**config.mk**
```make
export PLATFORM = sky130hd
export DESIGN_NAME = axi_rd_arbiter
export DESIGN_NICKNAME = d
export VERILOG_FILES = /design/src/rtl/axi_rd_arbiter.sv
export SDC_FILE = /design/constraint.sdc
export NUM_CORES = 1
export LEC_CHECK = 0
export CORE_ASPECT_RATIO = 1.1
export CORE_MARGIN = 4
export CORE_UTILIZATION = 17
export DETAILED_ROUTE_END_ITERATION = 7
export MAX_ROUTING_LAYER = met4
export PLACE_DENSITY_LB_ADDON = 0.05
export SYNTH_ARGS = -nofsm -noshare
export SYNTH_HDL_FRONTEND = slang
export SYNTH_SLANG_ARGS = --single-unit
```
**constraint.sdc**
```tcl
create_clock -name aclk -period 1.59 [get_ports aclk]
set_clock_uncertainty 0.2 [all_clocks]
set_input_delay 0.477 -clock aclk [delete_from_list [all_inputs] [get_ports aclk]]
set_output_delay 0.477 -clock aclk [all_outputs]
set_load 0.01 [all_outputs]
```
**src/rtl/axi_rd_arbiter.sv**
```systemverilog
// Round-robin arbiter sharing one AXI4 read slave between NUM_M masters.
// One burst in flight at a time; the slave ARID carries the grant index.
module axi_rd_arbiter #(
  parameter int NUM_M  = 2,
  parameter int ADDR_W = 32,
  parameter int DATA_W = 32,
  parameter int ID_W   = 4
) (
  input  logic                    aclk,
  input  logic                    areset,
  input  logic [NUM_M-1:0]        m_arvalid,
  output logic [NUM_M-1:0]        m_arready,
  input  logic [NUM_M*ADDR_W-1:0] m_araddr,
  input  logic [NUM_M*8-1:0]      m_arlen,
  output logic [DATA_W-1:0]       m_rdata,
  output logic [1:0]              m_rresp,
  output logic                    m_rlast,
  output logic [NUM_M-1:0]        m_rvalid,
  input  logic [NUM_M-1:0]        m_rready,
  output logic [ID_W-1:0]         s_arid,
  output logic [ADDR_W-1:0]       s_araddr,
  output logic [7:0]              s_arlen,
  output logic [2:0]              s_arsize,
  output logic [1:0]              s_arburst,
  output logic                    s_arvalid,
  input  logic                    s_arready,
  input  logic [ID_W-1:0]         s_rid,
  input  logic [DATA_W-1:0]       s_rdata,
  input  logic [1:0]              s_rresp,
  input  logic                    s_rlast,
  input  logic                    s_rvalid,
  output logic                    s_rready,
  output logic                    busy,
  output logic                    id_err
);

  localparam int GW = (NUM_M > 1) ? $clog2(NUM_M) : 1;

  typedef enum logic [1:0] {
    IDLE,
    ARB_AR,
    ARB_R
  } state_t;

  state_t          state, state_n;
  logic [GW-1:0]   grant, grant_n;
  logic [GW-1:0]   rr_ptr, rr_ptr_n;
  logic            id_err_n;
  logic [GW-1:0]   pick;
  logic            pick_v;
  logic [GW-1:0]   grant_inc;

  // Walk downward so the requester closest to rr_ptr is written last.
  always_comb begin
    pick   = '0;
    pick_v = 1'b0;
    for (int k = NUM_M - 1; k >= 0; k--) begin
      int idx;
      idx = int'(rr_ptr) + k;
      if (idx >= NUM_M) idx = idx - NUM_M;
      if (m_arvalid[idx]) begin
        pick   = GW'(idx);
        pick_v = 1'b1;
      end
    end
  end

  assign grant_inc = (int'(grant) == NUM_M - 1) ? '0 : grant + GW'(1);

  always_comb begin
    state_n   = state;
    grant_n   = grant;
    rr_ptr_n  = rr_ptr;
    id_err_n  = id_err;
    s_arvalid = 1'b0;
    m_arready = '0;
    m_rvalid  = '0;
    s_rready  = 1'b0;
    unique case (state)
      IDLE: begin
        if (pick_v) begin
          grant_n = pick;
          state_n = ARB_AR;
        end
      end
      ARB_AR: begin
        s_arvalid        = 1'b1;
        m_arready[grant] = s_arready;
        if (s_arready) state_n = ARB_R;
      end
      ARB_R: begin
        m_rvalid[grant] = s_rvalid;
        s_rready        = m_rready[grant];
        if (s_rvalid && m_rready[grant]) begin
          if (s_rid != ID_W'(grant)) id_err_n = 1'b1;
          if (s_rlast) begin
            rr_ptr_n = grant_inc;
            state_n  = IDLE;
          end
        end
      end
      default: state_n = IDLE;
    endcase
  end

  always_ff @(posedge aclk) begin
    if (areset) begin
      state  <= IDLE;
      grant  <= '0;
      rr_ptr <= '0;
      id_err <= 1'b0;
    end else begin
      state  <= state_n;
      grant  <= grant_n;
      rr_ptr <= rr_ptr_n;
      id_err <= id_err_n;
    end
  end

  assign s_arid    = ID_W'(grant);
  assign s_araddr  = m_araddr[int'(grant)*ADDR_W +: ADDR_W];
  assign s_arlen   = m_arlen[int'(grant)*8 +: 8];
  assign s_arsize  = 3'($clog2(DATA_W / 8));
  assign s_arburst = 2'b01;
  assign m_rdata   = s_rdata;
  assign m_rresp   = s_rresp;
  assign m_rlast   = s_rlast;
  assign busy      = (state != IDLE);

endmodule

```
Yosys cells after proc, flatten, opt, wreduce, memory -nomap -nowiden
Cells that the tools add are included.

Word-level logic and storage cells: 59. Bits of input ports: 127. Flip-flop bits (word level): 5. Output and inout bits: 92.

Shifts and indexed selects: 2. Add/sub/neg operators: 4. Bitwise operators: 2. $lt $le $gt $ge: 6. Mux-type cells: 26. Equality and inequality tests: 7. Reductions and logical operators: 8.

Operator list (count): less-than comparator 32 x 3 -> 1 bit, second input constant (2); two-way mux 32 bit (2); indexed part select 64 x 7 -> 32 bit (1); two-way mux 1 bit (16); indexed part select 16 x 5 -> 8 bit (1); two-way mux 2 bit (6); != test 2 bit, second input constant (4); case mux 2 bit (3 select lines) (1); AND reduction 3 bit (2); AND 2 bit (2); != test 4 x 1 -> 1 bit (1); AND reduction 4 bit (1); subtractor 1 x 2 -> 3 bit, second input constant (1); subtractor 2 x 2 -> 3 bit, second input constant (1); adder 1 x 1 -> 2 bit, second input constant (1); equality test 2 x 1 -> 1 bit, second input constant (1); equality test 2 bit, second input constant (1); greater-or-equal comparator 1 x 2 -> 1 bit, second input constant (1); greater-or-equal comparator 2 bit, second input constant (1); logical AND 1 bit (2); logical NOT 2 bit (1); less-than comparator 1 x 2 -> 1 bit, second input constant (1); AND reduction 2 bit (1); nonzero test 2 bit (1); 3 further kinds (3).

Logic depth before layout (Yosys ltp)
Depth in word-level cells: 10. Depth in mapped cells: 4.

Least setup slack after synthesis
No wires, ideal clock.

Path type: reg-to-output. Start: register grant. End: output port s_araddr[10]. Data required time: 0.913 ns. Arrival time: 1.111 ns. Setup slack: -0.198 ns. Stages on the path, launching flop included: 4. Path through: dfxtp_1 -> buf_2 -> buf_4 -> mux2_2.

Cells in the longest elaborated chain, start to end: 1.

RTL lines: start, declared (line 46) `logic [GW-1:0] grant, grant_n;`; start signal, assigned (line 114) `grant <= grant_n;`; indexed part select 64 x 7 -> 32 bit (line 121) `assign s_araddr = m_araddr[int'(grant)*ADDR_W +: ADDR_W];`; end, declared (line 21) `output logic [ADDR_W-1:0] s_araddr,`.

Every way passes these cells.

Worst setup path in the final report
Start: register grant. End: output port s_araddr[9].

The elaborated chain is that of the path after synthesis.

==> flow_summary.json <==
{
  "synth_seq_area_share": 0.0915,
  "placementRows": 30,
  "die_w_um": 84.5,
  "clockBufferDepth": 2,
  "drt-initial-drc-count": 12,
  "die_area_um2": 7780,
  "drc_errors": 0,
  "diodes": 0,
  "utilization": 0.482,
  "core_region_area_um2": 6190,
  "ios": 219,
  "layout_common_cells": "clkdlybuf4s50_1, buf_6, mux2_4, dlygate4sd2_1, buf_4",
  "worst_hold_slack_ns": 0.333,
  "sequentialPowerShare": 0.111,
  "ctsHtreeMaxLevel": 1,
  "top_layer_used": "met4",
  "violations": "setup timing",
  "fin_crit_sh": 1.24,
  "critPathCaptureType": "output port",
  "num_vias": 1461,
  "grt_pass1_vias": 1581,
  "cts_sinks": 5,
  "critPathBufInv": 3,
  "yosysWarnings": 0,
  "ant_nets": 0,
  "critical-path-max-stage-delay_ns": 0.36,
  "synth_compound_area_frac": 0.0538,
  "drv_cap": 0,
  "drt-total-wl_um": 5860,
  "io_buffers": 142,
  "p_sw_frac": 0.284,
  "cts_tree": "built",
  "drive_gt1_frac": 0.539,
  "criticalPathCategory": "register to output port",
  "synth_top_family_by_area": "multiplexers",
  "max_freq_ghz": 0.506,
  "grt_pass1_wl_um": 8620,
  "grt_antenna_before_repair": 0,
  "post-dp-hpwl_um": 4400,
  "setup.worst_path.start": "grant$_SDFFE_PP0P_",
  "required_ns": 0.91,
  "clkPwrFrac": 0.185,
  "met1_length_um": 2300,
  "p_total_uw": 1310,
  "fp.dieH_um": 92.1,
  "synth-seq-cells": 5,
  "grt_setup_unrepaired": "true",
  "rrSetupSlack_ns": -0.16,
  "start_kind": "register",
  "dr.pass1.iters": 4,
  "min_period_ns": 1.98,
  "intPower_uw": 937,
  "critPathSlowestCell": "dfxtp_4",
  "wl_met2_um": 2960,
  "syn_inst": 126,
  "clk_latency_ns": 0.22,
  "switchingPower_uw": 371,
  "clkSlewWorstSetupHoldPaths_ns": 0.04,
  "setup_viol": 51,
  "cp.arrival_ns": 1.30,
  "post_drt_wl_per_cell_um": 16.9,
  "synthSimpleGateAreaFrac": 0.0801,
  "hold_start": "rr_ptr$_SDFFE_PP0P_",
  "slew_viol_final": 0,
  "critical_path.top_delay_family": "buffers and inverters",
  "layout_commonest_cell": "clkdlybuf4s50_1",
  "netlist_area_um2": 1090,
  "wl_met3_um": 577,
  "cp_max_fo": 5,
  "r2r-start": "grant$_SDFFE_PP0P_",
  "start_util": 0.177,
  "grt_usage": 0.141,
  "outcome": "finished, violations left",
  "hold_path.class": "register to register",
  "hold_viol_final": 0,
  "syn2layout_area_growth_pct": 173,
  "synthMuxAreaShare": 0.421,
  "crit_chain": "buf_4 -> clkbuf_16 -> mux2_4 -> buf_6",
  "vias_per_cell": 4.21,
  "syn_avg_cell_area_um2": 8.68,
  "nNetsFinal": 395,
  "irDropWorstVdd_uv": 360,
  "synthXorXnorAreaFrac": 0.00801,
  "grt_remaining_overflow": 0,
  "clockRootBuffer": "clkbuf_8",
  "place.gp.congestion": 0.848,
  "numCtsBuffers": 3,
  "yosysUniqueCellTypes": 22,
  "power.density_nw_per_um2": 438,
  "place_ws_ns": -0.922,
  "synth-adder-area-share": 0,
  "fillCellCount": 592,
  "setup_ws_ns": -0.385,
  "combPwrFrac": 0.705,
  "cts_hold_repair.buffers": 0,
  "grt_max_degree": 12,
  "power_leakage_uw": 0.00147
}
## per-stage QoR
stage | instance area (µm²) | TNS (ns) | cells
2_1_floorplan | 1240 | -1.08 | 132
3_3_place_gp | 2480 | -34.88 | 318
3_5_place_dp | 2480 | -35.05 | 318
4_1_cts | 2870 | -16.82 | 343
5_1_grt | 2990 | -17.76 | 347
6_report | 2990 | -16.40 | 347
## final cells by class
cell class,instances,area (µm²),share of cell area
timing repair buffer,180,1880,0.629
sequential,5,109,0.0364
inverter,2,7.51,0.00251
tap,80,100,0.0335
multi-input combinational,76,847,0.284
clock buffer,4,45.0,0.0151
## worst paths after layout
| path | cells past startpoint | end |
|---|---|---|
| max | 4 | s_araddr[9] |
| min | 2 | rr_ptr$_SDFFE_PP0P_ |
| max reg2reg | 7 | rr_ptr$_SDFFE_PP0P_ |
| min reg2reg | 2 | rr_ptr$_SDFFE_PP0P_ |
## synth_stat cells
cell type  number  share of area
nand3b_1        1         0.0069
mux2i_1         1         0.0092
nor3_1          1         0.0046
o21a_1          1         0.0069
nor2b_1         3          0.017
buf_2           2         0.0092
buf_4          47           0.32
or3_1           1         0.0057
nor4_1          1         0.0057
conb_1          2         0.0069
inv_1           2         0.0069
nand4b_1        1         0.0080
dfxtp_1         5          0.092
and3_1          2          0.011
o21ai_0         3          0.014
a21oi_1         4          0.018
xnor2_1         1         0.0080
nor2_1          4          0.014
a2111oi_0       1         0.0080
o211ai_1        1         0.0069
nand2_1         2         0.0069
mux2_2         40           0.41
## routing by layer
layer  track usage  vias to the layer above
met4        0.0198                        0
li1              -                      666
met5             -                        -
met1         0.161                      664
met3        0.0413                        4
met2         0.248                      127
## worst min-delay path, stage by stage, from the launching register on
cell	delay, ns
dfxtp_1	0.31
o21ai_1	0.11
a21oi_2	0.07
## cells by family after synthesis
kind of cell | count (synthesis)
DFF | 5
muxes | 41
and+or+nand+nor | 16
buffers and inverters | 51
xor gates and xnor gates | 1
AOI/OAI and AO/OA | 10
other | 2
## power groups by stage
stage / Clock [µW] / Sequential [µW] / Combinational, µW
floorplan: 0 / 143 / 381
global placement: 0 / 144 / 739
detailed placement: 0 / 144 / 743
CTS: 246 / 144 / 897
global route: 254 / 146 / 973
finish: 242 / 145 / 922
## flip-flops by register name (all words and copies together) (netlist names)
signal  flops
state       2
grant       1
id_err      1
rr_ptr      1
## repair_timing
| action | in CTS | in global routing |
|---|---|---|
| gates resized for setup | 305 | 33 |
| setup buffers | 18 | 5 |
| cloned | 3 | 1 |
| pin swaps | 3 | 1 |
| endpoints found under the hold margin | 0 | 0 |
| setup endpoints to repair | 51 | 51 |
(Power assumes the default switching activity.)
